### src/rtl/writeback_stage.sv
// writeback_stage: MEM/WB holding register and load-wait FSM feeding the register bank write port.
module writeback_stage (
    input  logic        clk,
    input  logic        rst_n,
    input  logic        mem_valid,
    output logic        mem_ready,
    input  logic        mem_RegWrite,
    input  logic        mem_MemtoReg,
    input  logic [4:0]  mem_WriteRegister,
    input  logic [31:0] mem_alu_result,
    input  logic [31:0] dmem_rdata,
    input  logic        dmem_rvalid,
    output logic [4:0]  rd_wb,
    output logic        w_en_wb,
    output logic [31:0] d_in_wb,
    output logic        load_timeout,
    output logic [31:0] retire_cnt
);
    typedef enum logic {IDLE, WAIT_LOAD} state_t;
    state_t      r_state, w_next;
    logic [3:0]  r_wait_cnt;
    logic [4:0]  r_hold_rd, r_rd;
    logic        r_hold_rw, r_wen, r_timeout;
    logic [31:0] r_d, r_retire;
    logic        w_accept, w_direct, w_load_done, w_timeout;
    assign mem_ready    = (r_state == IDLE);
    assign w_accept     = mem_valid && mem_ready;
    assign w_direct     = w_accept && (!mem_MemtoReg || dmem_rvalid);
    assign w_load_done  = (r_state == WAIT_LOAD) && dmem_rvalid;
    // data arriving on the edge the counter would hit 15 takes priority over the timeout
    assign w_timeout    = (r_state == WAIT_LOAD) && !dmem_rvalid && (r_wait_cnt == 4'd14);
    assign rd_wb        = r_rd;
    assign w_en_wb      = r_wen;
    assign d_in_wb      = r_d;
    assign load_timeout = r_timeout;
    assign retire_cnt   = r_retire;
    always_ff @(posedge clk or negedge rst_n) begin
        if (!rst_n) r_state <= IDLE;
        else        r_state <= w_next;
    end
    always_comb begin
        w_next = r_state;
        if (w_accept && !w_direct) w_next = WAIT_LOAD;
        else if (w_load_done || w_timeout) w_next = IDLE;
    end
    always_ff @(posedge clk or negedge rst_n) begin
        if (!rst_n) begin
            r_rd       <= 5'd0;
            r_d        <= 32'd0;
            r_wen      <= 1'b0;
            r_retire   <= 32'd0;
            r_timeout  <= 1'b0;
            r_wait_cnt <= 4'd0;
            r_hold_rd  <= 5'd0;
            r_hold_rw  <= 1'b0;
        end else begin
            r_wen      <= 1'b0;
            r_wait_cnt <= (r_state == WAIT_LOAD) ? r_wait_cnt + 4'd1 : 4'd0;
            if (w_direct) begin
                r_rd     <= mem_WriteRegister;
                r_d      <= mem_MemtoReg ? dmem_rdata : mem_alu_result;
                r_wen    <= mem_RegWrite && (|mem_WriteRegister);
                r_retire <= r_retire + 32'd1;
            end else if (w_load_done) begin
                r_rd     <= r_hold_rd;
                r_d      <= dmem_rdata;
                r_wen    <= r_hold_rw && (|r_hold_rd);
                r_retire <= r_retire + 32'd1;
            end
            if (w_accept) begin
                r_hold_rd <= mem_WriteRegister;
                r_hold_rw <= mem_RegWrite;
            end
            if (w_timeout) r_timeout <= 1'b1;
        end
    end
endmodule

### config.mk
export PLATFORM = sky130hd
export DESIGN_NAME = writeback_stage
export DESIGN_NICKNAME = d
export VERILOG_FILES = /design/src/rtl/writeback_stage.sv
export SDC_FILE = /design/constraint.sdc
export NUM_CORES = 1
export LEC_CHECK = 0
export ABC_AREA = 1
export BUFFER_PORTS_ARGS = -buffer_cell sky130_fd_sc_hd__buf_4
export CAP_MARGIN = 20
export CORE_MARGIN = 5
export CORE_UTILIZATION = 56
export CTS_BUF_LIST = sky130_fd_sc_hd__clkbuf_4 sky130_fd_sc_hd__clkbuf_8
export CTS_CLUSTER_DIAMETER = 60
export DETAILED_ROUTE_END_ITERATION = 8
export PLACE_DENSITY = 0.89
export SYNTH_ARGS = -nofsm -noshare
export SYNTH_HDL_FRONTEND = slang
export SYNTH_SLANG_ARGS = --single-unit
### constraint.sdc
create_clock -name clk -period 3.13 [get_ports clk]
set_input_delay 0.4695 -clock clk [delete_from_list [all_inputs] [get_ports clk]]
set_output_delay 0.4695 -clock clk [all_outputs]
set_load 0.1 [all_outputs]
==> flow_results.org <==
** Detailed routing
- In the routed design, unresolved DRC markers number 0.
- Final routed wire length divided by cell count :: 13.7 um
- The detailed router placed 3875 vias in this run.
- Antenna violation net count after detailed routing :: 0
- First-pass iteration count of the detailed router :: 4
- Number of DRC violations after detailed-routing iteration 0 :: 193
- After detailed routing, the total wire length is 10600 um.
- Using the TritonRoute via totals, the vias-per-cell ratio works out to 5.00.

** Placed design
- Routability congestion estimate from global placement :: 0.893
- Summed over all nets, the half-perimeter wirelength after detailed placement is 8130 um.
- Timing analysis after detailed placement gives a worst setup slack of 950 ps.
- Port buffer count :: 146

** Timing
- Headroom to the max-slew limit came out at 35.2%.
- The clock arrives with 20.0 ps of skew.
- Final setup viols :: 0
- Setup slack on the critical path of the routed design comes to 1090 ps.
- Timing would allow up to 0.491 GHz.
- Unrepaired setup endpoints after global routing :: no
- Total Neg Setup Slack :: 0 ps
- Minimum clock period after layout :: 2040 ps
- At the pin with the least slew margin, the transition time is 972 ps.
- Final clock period utilization by the worst path :: 65.1%
- The final-report max-slew violation count was 0.
- Final hold vios :: 0
- Final hold analysis gives a worst-case slack of 5.46 ps.

** Setup path
- The worst setup path is launched from a register.
- Critical-path maximum fanout :: 64
- For the worst setup path, the data required time is 3350 ps.
- The signal on the critical path passes through nor2_4 -> inv_4 -> or2_2 -> o21ai_0 -> o21ai_1.
- Counting both buffers and inverters, the worst setup path holds a total of 1.
- At the worst endpoint, the arrival time is 2250 ps.
- CP peak stage delay :: 640 ps
- In this design, the largest share of critical-path delay is due to simple AND/OR/NAND/NOR gates.
- On the critical path, the stage with the largest delay is an instance of or2_2.
- Startpoint-to-endpoint class of the critical path :: register to register
- STA classifies the critical path endpoint as a register.

** Clocking
- Total CTS buffers :: 9
- Gates resized, CTS repair :: 0
- Clock-pin slew was measured on the worst setup and hold paths at 90 ps.
- H-tree depth :: 3
- TritonCTS built the clock tree.
- Insertion delay to the later sink of the worst-skew pair :: 350 ps
- The cell sitting at the root of the clock tree is a clkbuf_8.
- The tree built by TritonCTS fans out to 82 sinks.
- Buffers inserted to repair hold after CTS numbered 0.
- Maximum number of buffers from clock root to sink :: 2
- Post-CTS setup-driven buffer insertion count :: 0

** Synth
- Each instance of the synthesized netlist takes up on average 7.83 um2.
- The Yosys step of the flow raised 0 warnings.
- Dominant cells by area after synthesis :: dfrtp_1, nand2_1, inv_1, o21ai_0, o21ai_1
- Counting every instance in the synthesized netlist gives 527.
- Post-synthesis sequential area ratio :: 49.7%
- Net count of the mapped netlist :: 605
- Yosys top cell area share :: 49.7%
- Yosys mapped the design onto 28 distinct sky130hd cell types.
- The synthesized design spends more area on one cell type than any other, namely dfrtp_1.
- Flop and latch count out of synthesis :: 82
- In this run the cell area of the synthesized design comes to 0.00413 mm2.

** Layout
- # diodes :: 0
- After filler insertion, the fill cell instance count of the layout stands at 527.
- Leading cell type in the layout, fill and taps excluded :: nand2_1
- Registers take 0.00205 mm2.
- At the end of the flow, the number of nets in the layout was 749.
- In the layout the commonest cells are nand2_1, buf_4, dfrtp_1.
- From synthesis to final layout, the design area changed by 33.3%.
- Share of post-route cells with drive strength above 1 :: 26.0%
- Area of combinational cells with multiple inputs :: 0.00169 mm2

** Global route
- Vias in the first global route :: 3798
- Entering global routing, the biggest net connects 83 pins.
- GR Overflow Total :: 0
- The first global-routing pass estimated 17400 um of wire.
- For this run, the total global-route usage over all layers was measured as 24.3%.
- Antenna violations before repair :: 0

** Run status
- Status :: finished clean

** Floorplan
- I/O Pins :: 147
- Effective utilization at floorplan :: 57.2%
- The die is 95.8 um tall.
- After floorplanning, the core was sized to cover 0.00721 mm2.
- The floorplan has 31 rows.
- The floorplan step defined a die boundary enclosing 0.00918 mm2.
- The floorplan step set the die width to 95.8 um.

** Power
- Leak :: 2.97 nW
- Worst supply voltage drop on vdd :: 0.469 mV
- In this run the power density over the cells is 681 mW/mm2.

** Min path
- The min-delay analysis places its worst path in the category input pin to async pin.

** Flow run
- Count of max-cap constraint violations :: 0
-- where the power goes --
group          leakage (nW)  internal, mW  switching [mW]
Sequential             1.05          1.21           0.121
Clock                0.0962         0.384           0.373
Combinational          1.83         0.350            1.31
Total                  2.97          1.94            1.80
-- routing by layer --
| metal | global-route usage, % | routed length [um] | part of all wire (%) | vias up |
|---|---|---|---|---|
| li1 | - | - | - | 1942 |
| met1 | 29.3 | 4190 | 40 | 1763 |
| met2 | 40.4 | 5230 | 49 | 153 |
| met3 | 7.51 | 973 | 9.2 | 17 |
| met4 | 10.1 | 194 | 1.8 | 0 |
| met5 | 0 | 0 | 0 | - |
-- worst register-to-register path: stages, from the launching register on --
cell     delay (ps)
dfrtp_1         430
nor2_4          300
inv_4            80
or2_2           640
o21ai_0         370
o21ai_1          90
-- path summary, 6_finish.rpt --
kind	start	end	slack, ps	cells past startpoint
worst min-delay path	rst_n	w_en_wb$_DFF_PN0_	5	1
worst min register to register	load_timeout$_DFFE_PN0P_	load_timeout$_DFFE_PN0P_	480	2
min in group clk	mem_WriteRegister[2]	r_hold_rd[2]$_DFFE_PN0P_	370	3
max in group asynchronous	rst_n	d_in_wb[12]$_DFFE_PN0P_	2530	2
worst max register to register	r_state$_DFFE_PN0P_	d_in_wb[23]$_DFFE_PN0P_	1090	5
worst max-delay path	r_state$_DFFE_PN0P_	d_in_wb[23]$_DFFE_PN0P_	1090	5
-- cell usage after synthesis --
library cell,instances
nor2_4,2
buf_6,4
nand2_1,162
nand4_1,10
xor2_1,12
dfrtp_1,82
clkbuf_2,3
inv_4,1
or2_1,1
o21ai_1,38
o211ai_1,2
nand2_4,1
buf_4,1
o21ai_0,39
nand3_1,26
o221ai_1,1
nand2_2,1
a21oi_2,1
nor2_1,30
ha_1,3
inv_1,76
nor2_2,4
clkbuf_1,6
nand3_2,1
xnor2_1,7
nand3b_1,4
buf_2,1
nor3_1,8
-- through the flow --
step	power (mW)	cells	cell area [um2]	util, %
finish	3.74	775	5500	76.2
floorplan	2.59	527	4130	-
global route	3.91	775	5500	76.2
detailed placement	3.01	758	5280	73.2
CTS	3.76	774	5470	75.8
global placement	2.99	758	5280	73.2
-- layout make-up --
type | instances | share of cell area, %
clock buffer | 11 | 2.53
clock inverter | 5 | 1.00
inverter | 77 | 5.30
multi-input combinational | 353 | 30.8
sequential | 82 | 37.3
tap | 99 | 2.25
timing repair buffer | 148 | 20.8
-- cell families (layout without fill, tap and decap cells) --
family / count (synthesis) / count (layout) / share of synthesized area [%]
xor gates and xnor gates: 19 / 19 / 4.03
adders and majority gates: 3 / 3 / 0.910
buffers and inverters: 92 / 241 / 9.37
AOI/OAI and AO/OA: 81 / 81 / 10.1
and+or+nand+nor: 250 / 250 / 25.8
DFF: 82 / 82 / 49.7
-- flip-flops by register name (all words and copies together), names as in the netlist --
name	cells
load_timeout	1
d_in_wb	32
rd_wb	5
r_hold_rd	5
r_state	1
r_hold_rw	1
retire_cnt	32
r_wait_cnt	4
w_en_wb	1
Power figures use the tool's default switching activity.
